File: src/rtl/channel_fifo_if.sv
// ---------------------------------------------------------------------------
// channel_fifo_if
// Groups the two en/ack channels of channel_fifo into one bundle.
//
//   channel_in_data   upstream word, held stable while channel_in_en=1
//   channel_in_en     upstream word-offered flag
//   channel_in_ack    one-cycle accept pulse back to upstream
//   channel_out_data  head word offered downstream
//   channel_out_en    downstream word-offered flag
//   channel_out_ack   downstream accept pulse
//
// Modports:
//   master  the surroundings of the FIFO (upstream producer and
//           downstream consumer together)
//   slave   the FIFO itself
// ---------------------------------------------------------------------------
interface channel_fifo_if #(
  parameter int WIDTH = 32
);
  logic [WIDTH-1:0] channel_in_data;
  logic             channel_in_en;
  logic             channel_in_ack;
  logic [WIDTH-1:0] channel_out_data;
  logic             channel_out_en;
  logic             channel_out_ack;

  modport master (
    output channel_in_data,
    output channel_in_en,
    input  channel_in_ack,
    input  channel_out_data,
    input  channel_out_en,
    output channel_out_ack
  );

  modport slave (
    input  channel_in_data,
    input  channel_in_en,
    output channel_in_ack,
    output channel_out_data,
    output channel_out_en,
    input  channel_out_ack
  );
endinterface

File: src/rtl/channel_fifo.sv
// ---------------------------------------------------------------------------
// channel_fifo
// Elastic buffer between two en/ack channel stages. The block is the
// consumer on the input channel and the producer on the output channel.
//
// Parameters:
//   WIDTH  data width of both channels
//   DEPTH  number of storage entries (power of two, >= 2)
//
// Ports:
//   clk    sole clock, all state updates on the rising edge
//   rst    asynchronous active-high reset
//   ch     channel bundle (slave side), see channel_fifo_if
//   level  current occupancy, 0..DEPTH
// ---------------------------------------------------------------------------
module channel_fifo #(
  parameter int WIDTH = 32,
  parameter int DEPTH = 4
) (
  input  logic                   clk,
  input  logic                   rst,
  channel_fifo_if.slave          ch,
  output logic [$clog2(DEPTH):0] level
);
  localparam int PTR_W = $clog2(DEPTH);
  localparam int LVL_W = PTR_W + 1;
  localparam logic [LVL_W-1:0] LVL_FULL = LVL_W'(DEPTH);
  localparam logic [LVL_W-1:0] LVL_ZERO = '0;
  localparam logic [LVL_W-1:0] LVL_ONE  = LVL_W'(1);
  localparam logic [PTR_W-1:0] PTR_ONE  = PTR_W'(1);

  // The output channel is either idle (en low) or offering the head word.
  typedef enum logic {
    OUT_IDLE,
    OUT_OFFER
  } out_state_t;

  out_state_t       out_state;
  out_state_t       out_state_next;

  logic [WIDTH-1:0] mem [DEPTH];
  logic [PTR_W-1:0] wr_ptr;
  logic [PTR_W-1:0] rd_ptr;
  logic [LVL_W-1:0] count;
  logic             in_ack_q;
  logic [WIDTH-1:0] out_data_q;
  logic             push;
  logic             pop;
  logic             load;

  // A push needs a fresh offer: gating on our own registered ack stops the
  // word that is just being acknowledged from being stored a second time,
  // and keeps the ack from ever lasting two cycles. The full test uses the
  // level before the edge, so a pop at the same edge does not open a slot.
  assign push = ch.channel_in_en && !in_ack_q && (count != LVL_FULL);

  // Output-side next state. A word is offered from idle whenever something
  // is stored; an accepted offer always returns to idle, which yields the
  // mandatory one low cycle of channel_out_en between words. An ack seen
  // while idle falls through untouched.
  always_comb begin
    out_state_next = out_state;
    load           = 1'b0;
    pop            = 1'b0;
    case (out_state)
      OUT_IDLE: begin
        if (count != LVL_ZERO) begin
          out_state_next = OUT_OFFER;
          load           = 1'b1;
        end
      end
      OUT_OFFER: begin
        if (ch.channel_out_ack) begin
          out_state_next = OUT_IDLE;
          pop            = 1'b1;
        end
      end
      default: begin
        out_state_next = OUT_IDLE;
      end
    endcase
  end

  // Output-side state register.
  always_ff @(posedge clk or posedge rst) begin
    if (rst) begin
      out_state <= OUT_IDLE;
    end else begin
      out_state <= out_state_next;
    end
  end

  // Pointers, occupancy, input ack and the offered output word. Reset
  // throws away every stored word and any pending offer.
  always_ff @(posedge clk or posedge rst) begin
    if (rst) begin
      wr_ptr     <= '0;
      rd_ptr     <= '0;
      count      <= '0;
      in_ack_q   <= 1'b0;
      out_data_q <= '0;
    end else begin
      in_ack_q <= push;
      if (push) begin
        wr_ptr <= wr_ptr + PTR_ONE;
      end
      if (pop) begin
        rd_ptr <= rd_ptr + PTR_ONE;
      end
      if (load) begin
        out_data_q <= mem[rd_ptr];
      end
      if (push && !pop) begin
        count <= count + LVL_ONE;
      end else if (pop && !push) begin
        count <= count - LVL_ONE;
      end
    end
  end

  // Storage array; contents are meaningless until written, so no reset.
  always_ff @(posedge clk) begin
    if (push) begin
      mem[wr_ptr] <= ch.channel_in_data;
    end
  end

  assign ch.channel_in_ack   = in_ack_q;
  assign ch.channel_out_en   = (out_state == OUT_OFFER);
  assign ch.channel_out_data = out_data_q;
  assign level               = count;
endmodule
File: src/flat_wrapper.sv
// flat-port wrapper written by rule: the top's interface ports become plain ports
module channel_fifo_flat 
#(
  parameter int WIDTH = 32,
  parameter int DEPTH = 4
)
  (clk, rst, level, ch_channel_in_data, ch_channel_in_en, ch_channel_in_ack, ch_channel_out_data, ch_channel_out_en, ch_channel_out_ack);
  channel_fifo_if #(.WIDTH(WIDTH)) ch_i ();
  input  logic clk;
  input  logic rst;
  output logic [$clog2(DEPTH):0] level;
  input wire logic [$bits(ch_i.channel_in_data)-1:0] ch_channel_in_data;
  input wire logic [$bits(ch_i.channel_in_en)-1:0] ch_channel_in_en;
  output wire logic [$bits(ch_i.channel_in_ack)-1:0] ch_channel_in_ack;
  output wire logic [$bits(ch_i.channel_out_data)-1:0] ch_channel_out_data;
  output wire logic [$bits(ch_i.channel_out_en)-1:0] ch_channel_out_en;
  input wire logic [$bits(ch_i.channel_out_ack)-1:0] ch_channel_out_ack;
  assign ch_i.channel_in_data = ch_channel_in_data;
  assign ch_i.channel_in_en = ch_channel_in_en;
  assign ch_channel_in_ack = ch_i.channel_in_ack;
  assign ch_channel_out_data = ch_i.channel_out_data;
  assign ch_channel_out_en = ch_i.channel_out_en;
  assign ch_i.channel_out_ack = ch_channel_out_ack;
  channel_fifo #(.WIDTH(WIDTH), .DEPTH(DEPTH)) u_core (.clk(clk), .rst(rst), .ch(ch_i), .level(level));
endmodule
File: config.mk
export PLATFORM = sky130hd
export DESIGN_NAME = channel_fifo_flat
export DESIGN_NICKNAME = d
export VERILOG_FILES = /design/src/rtl/channel_fifo_if.sv /design/src/rtl/channel_fifo.sv /design/src/flat_wrapper.sv
export SDC_FILE = /design/constraint.sdc
export NUM_CORES = 1
export LEC_CHECK = 0
export CORE_UTILIZATION = 45
export CTS_CLUSTER_SIZE = 28
export DETAILED_ROUTE_END_ITERATION = 10
export PLACE_DENSITY = 0.66
export SYNTH_ARGS = -nofsm -noshare
export SYNTH_HDL_FRONTEND = slang
export SYNTH_SLANG_ARGS = --single-unit
File: constraint.sdc
create_clock -name clk -period 2.4 [get_ports clk]
set_input_delay 0.36 -clock clk [delete_from_list [all_inputs] [get_ports clk]]
set_output_delay 0.36 -clock clk [all_outputs]
set_load 0.1 [all_outputs]
; ---- Word-level counts from Yosys, hierarchy flattened
; Memory sizes are Yosys's and may differ from the RTL's. A register that Yosys moved wholly into a read port is not among the register bits.
; Index checks and enable logic that the tools add are counted.
[op_classes]
n_addsub = 4
eq_ne = 1
muxes = 10
n_bitwise = 1
reduce_logical = 9
[op_table]
columns = op, n
row1 = 2-to-1 mux 1 bit, 7
row2 = 2-to-1 mux 3 bit, 2
row3 = "adder 2 x 1 -> 2 bit, second input constant", 2
row4 = logical AND 1 bit, 4
row5 = "adder 3 x 1 -> 3 bit, second input constant", 1
row6 = zero test 1 bit, 3
row7 = "inequality test 3 bit, second input constant", 1
row8 = nonzero test 3 bit, 1
row9 = "subtractor 3 x 1 -> 3 bit, second input constant", 1
row10 = case mux 1 bit (2 select lines), 1
row11 = nonzero test 2 bit, 1
row12 = NOT 1 bit, 1
[totals]
reg_bits = 9
mem_bits_rw = 128
input_bits = 36
output_inout_bits = 37
word_cells = 31
n_memories = 1
[memory_table]
columns = memory, depth, width, rd, rd_clocked_by_memory_dff, write_ports, line_no
row1 = u_core.mem, 4, 32, 1, 1, 1, channel_fifo.sv:41  ; logic [WIDTH-1:0] mem [DEPTH];

; ---- Logic depth before layout (Yosys ltp)
[logic_depth]
depth_word = 7
mapped_depth = 8
depth_no_buf = 8

; ---- Worst setup path after synthesis
; No wires, ideal clock.
[synth_timing]
path_type = register to register
start = register u_core.count[0] (netlist: u_core.level[0])
end = memory u_core.mem[0][0], enable pin
setup_time_ps = 392
t_arrival_ps = 2375
required_ps = 2008
setup_slack_ps = -367
path_stages_with_launch = 4
path_buffers = 0
period_less_slack_ps = 2767
path_cell_list = dfrtp_1 > nor2_1 > a21oi_1 > and2_1
[synth_via]
elab_chain_len = 4
[synth_lines]
columns = element, line_no
row1 = start: declaration, channel_fifo.sv:44  ; logic [LVL_W-1:0] count;
row2 = start signal: assignment, channel_fifo.sv:114  ; count <= count + LVL_ONE;
row3 = start signal: assignment, channel_fifo.sv:116  ; count <= count - LVL_ONE;
row4 = inequality test 3 bit, channel_fifo.sv:55  ; assign push = ch.channel_in_en && !in_ack_q && (count != LVL_FULL);
row5 = logical AND 1 bit, channel_fifo.sv:55
row6 = net u_core.push, channel_fifo.sv:47  ; logic push;
row7 = 2-to-1 mux 1 bit, channel_fifo.sv:123  ; if (push) begin
row8 = 2-to-1 mux 1 bit (not written as such), channel_fifo.sv:124  ; mem[wr_ptr] <= ch.channel_in_data;
row9 = end: declaration, channel_fifo.sv:41
; The timed path passes the listed nets, and every way through them passes these cells.

; ---- Worst setup path in the final report
[layout_timing]
start = register u_core.count[0] (netlist: u_core.level[0])
end = register u_core.out_data_q[20] (netlist: u_core.ch.channel_out_data[20]), read port of u_core.mem
[layout_via]
elab_chain_len = 3
[layout_lines]
columns = element, line_no
row1 = nonzero test 3 bit, channel_fifo.sv:67  ; if (count != LVL_ZERO) begin
row2 = 2-to-1 mux 1 bit, channel_fifo.sv:67
row3 = 2-to-1 mux 1 bit, channel_fifo.sv:65  ; case (out_state)
row4 = end: declaration, channel_fifo.sv:46  ; logic [WIDTH-1:0] out_data_q;
; No other way between the ends.
; A chain may end at the register's enable or synchronous reset.

==> run summary <==
The flow ran to the end, and the final reports show no timing, DRC or antenna violations. After the first detailed-routing iteration, the DRC count stood at 159. Entering global routing, the biggest net connects 34 pins. The post-layout instance area came out at 7980 µm². For this run, design rule violations remaining after detail routing come to 0. The number of enable-type register cells in the synthesized netlist came out at 128. The critical path launch point type is a flop. Total congestion overflow: 0. The H-tree generated during clock tree synthesis spans 4 levels. The HPWL after detailed placement is 6350 µm. The area of placed instances came out at 7360 µm². The endpoint of the lowest-slack register-to-register path was u_core.ch.channel_out_data[20]. Derived from the worst setup path, the maximum achievable clock frequency is 542 MHz.

The reg-to-reg setup timing slack came out at 560 ps. Setup repair after global routing left no endpoint under its margin. After layout, the worst path uses 76.8% of the clock period.

Of all cell types, the one taking the most synthesized area is sky130_fd_sc_hd__edfxtp_1. For this run, the total global-route usage over all layers was measured as 16.3%. For the pin with the worst max-slew slack, the measured transition is 692 ps. The area fraction of the dominant cell type after synthesis is 59.8%.

Number of distinct standard cells referenced by the synthesized netlist: 24. For the number of filler cells placed in the layout, the log shows 1036. Category of the worst setup path capture point: a flop. The total area inside the core boundary comes to 13900 µm². Yosys printed 0 warnings. The die covers 14800 µm². For the register area share after synthesis, the log shows 75.8%. The detailed-route wire length per cell came out at 19.2 µm. For the final wirelength, the log shows 10800 µm. The number of buffers inserted during clock tree synthesis came out at 17. In this run the worst path has a maximum fanout of 18.

The number of storage elements in the synthesis netlist works out to 169. The synthesized area was 6430 µm²; the synthesized netlist cell count was 275. The worst pin sits at a relative slew slack of 53.8%. In this run the horizontal extent of the chip is 122 µm. Port buffering added 72 buffers. In the synthesized netlist the dominant register cell turns out to be sky130_fd_sc_hd__edfxtp_1. Across the run, the number of max-cap violations was 0. During I/O placement, the number of pins put on the boundary was 73. For the final count of pins violating max slew, the log shows 0. The tools report the number of antenna violations at the first check in global routing as 0. The cell with the most instances after synthesis was sky130_fd_sc_hd__edfxtp_1. The number of routed nets with antenna violations is 0, and the minimum period implied by the final worst setup slack is 1840 ps. Kind of path behind the tightest hold check: in -> async. Clock-pin slew was measured on the worst setup and hold paths at 60 ps. The post-synthesis to final-layout area growth works out to 24.1%. The tools report the total number of nets in the final design as 409. For the worst flop-to-flop path, the logic depth is 4. For the clock network latency to the later pin of the worst-skew pair, the log shows 420 ps.

For the final-report hold violation count, the log shows 0. Classification of the worst setup path: reg -> reg. The number of setup buffers added after CTS is 0. The routed via count was 2922. The async set-reset flop share out of synthesis is 24.3%, and the net count after synthesis is 317. The number of diodes added for antenna fixing came out at 0. At the worst endpoint, the required time is 2700 ps. Routability-driven placement finished with a final weighted congestion of 0.709.

Post-CTS repair changed the size of 0 cells. The global-route wire length before repair is 16800 µm, and the layout cell share with drive strength beyond 1 is 38.9%. Using the TritonRoute via totals, the vias-per-cell ratio works out to 5.22.

The number of hold buffers added after cts is 0, and the worst endpoint data arrival time is 2150 ps. The run gives 169 as the clock net sink count. For the number of setup violations in the final report, the log shows 0. The first-pass iteration count of the detailed router came out at 4.

TritonCTS built the clock tree. The logs give 46.3% for the starting density of the core and 2 for the maximum buffer depth of the clock tree. The library cell used as clock root buffer is sky130_fd_sc_hd__clkbuf_16. The startpoint identified for the worst register-to-register timing path is u_core.level[0]. In the final timing run, aggregate negative setup slack is 0 ps. A synthesized cell averages 23.4 µm².

Die height: 122 µm. The run gives 3108 as the number of global-route vias before repair. For the final database, setup skew stands at 6.15 ps. In the synthesized netlist, the cells that appear most often are sky130_fd_sc_hd__edfxtp_1 (128), sky130_fd_sc_hd__dfrtp_1 (41), sky130_fd_sc_hd__mux2_4 (28), sky130_fd_sc_hd__mux4_2 (28), sky130_fd_sc_hd__mux2_2 (6). Ranked by total cell area, the synthesized netlist is headed by sky130_fd_sc_hd__edfxtp_1 (60%), sky130_fd_sc_hd__dfrtp_1 (16%), sky130_fd_sc_hd__mux4_2 (9.8%).

In this run the core area contains 43 standard-cell rows.
-- logic make-up (layout without fill, tap and decap cells) --
logic type               after synthesis  after routing  synth area share [%]
flip-flops                           169            169                  75.8
multiplexers                          67             67                  19.2
buffers and inverters                 15            120                  1.99
AND/OR/NAND/NOR                       11             11                 0.876
adder cells (fa/ha/maj)                6              6                  1.28
XOR/XNOR                               6              6                 0.818
AO/OA/AOI/OAI                          1              1                0.0778
-- layer usage --
layer / global-route usage [%] / share of wire [%]
met1: 20.0 / 44
met2: 26.3 / 49
met3: 5.64 / 5.2
met4: 6.94 / 1.8
met5: 0 / 0
-- critical path, stage by stage, from the launching register on --
cell and delay (ps):
sky130_fd_sc_hd__dfrtp_2 420, sky130_fd_sc_hd__nor3_1 120, sky130_fd_sc_hd__nor2_4 550, sky130_fd_sc_hd__buf_12 280
sky130_fd_sc_hd__mux2_2 350
-- state kept, by name, indices dropped and copies added (netlist names) --
register,count
u_core.mem,128
u_core.wr_ptr,2
u_core.ch.channel_out_en,1
u_core.rd_ptr,2
u_core.ch.channel_in_ack,1
u_core.ch.channel_out_data,32
u_core.level,3
-- final cells by class --
| class | count | area [µm²] | area share [%] |
|---|---|---|---|
| Sequential cell | 169 | 4880 | 61.1 |
| Multi-Input combinational cell | 91 | 1450 | 18.1 |
| Timing Repair Buffer | 84 | 793 | 9.95 |
| Clock buffer | 22 | 444 | 5.57 |
| Tap cell | 180 | 225 | 2.82 |
| Clock inverter | 10 | 175 | 2.20 |
| Inverter | 4 | 15.0 | 0.188 |
-- metrics by stage --
step                      setup WS (ps)  hold WS [ps]  util, %  std cells
after floorplan                    98.3           454        -        275
after global placement              269           493     53.0        528
after detailed placement            229           493     53.0        528
after CTS                           530           263     57.5        560
after global routing                458           273     57.5        560
final                               556           259     57.5        560
-- cell usage in the layout, fill, tap and decap left out, drive strengths merged --
master / n
mux2i: 1
buf: 49
inv: 4
clkdlybuf4s50: 35
edfxtp: 128
nand3: 1
xor2: 2
a21oi: 1
nor2: 3
mux4: 32
clkbuf: 22
fa: 1
xnor2: 4
nand2: 1
clkinv: 4
nor3: 1
clkinvlp: 1
dfrtp: 41
ha: 5
and2: 4
mux2: 34
nand2b: 1
bufinv: 5
-- worst max path at each step --
stage,from,end,slack [ps],depth (start not counted)
after floorplan,u_core.level[2],u_core.level[2],100,7
after global placement,ch_channel_in_en,u_core.level[2],270,9
after detailed placement,ch_channel_in_en,u_core.level[2],230,9
after CTS,u_core.level[0],u_core.ch.channel_out_data[20],530,4
after global routing,u_core.level[0],u_core.level[2],460,8
final,u_core.level[0],u_core.ch.channel_out_data[20],560,4
Power is left out: the tool's default activity adds up to more than one toggle a clock period on the data nets, which glitch-free logic cannot reach.
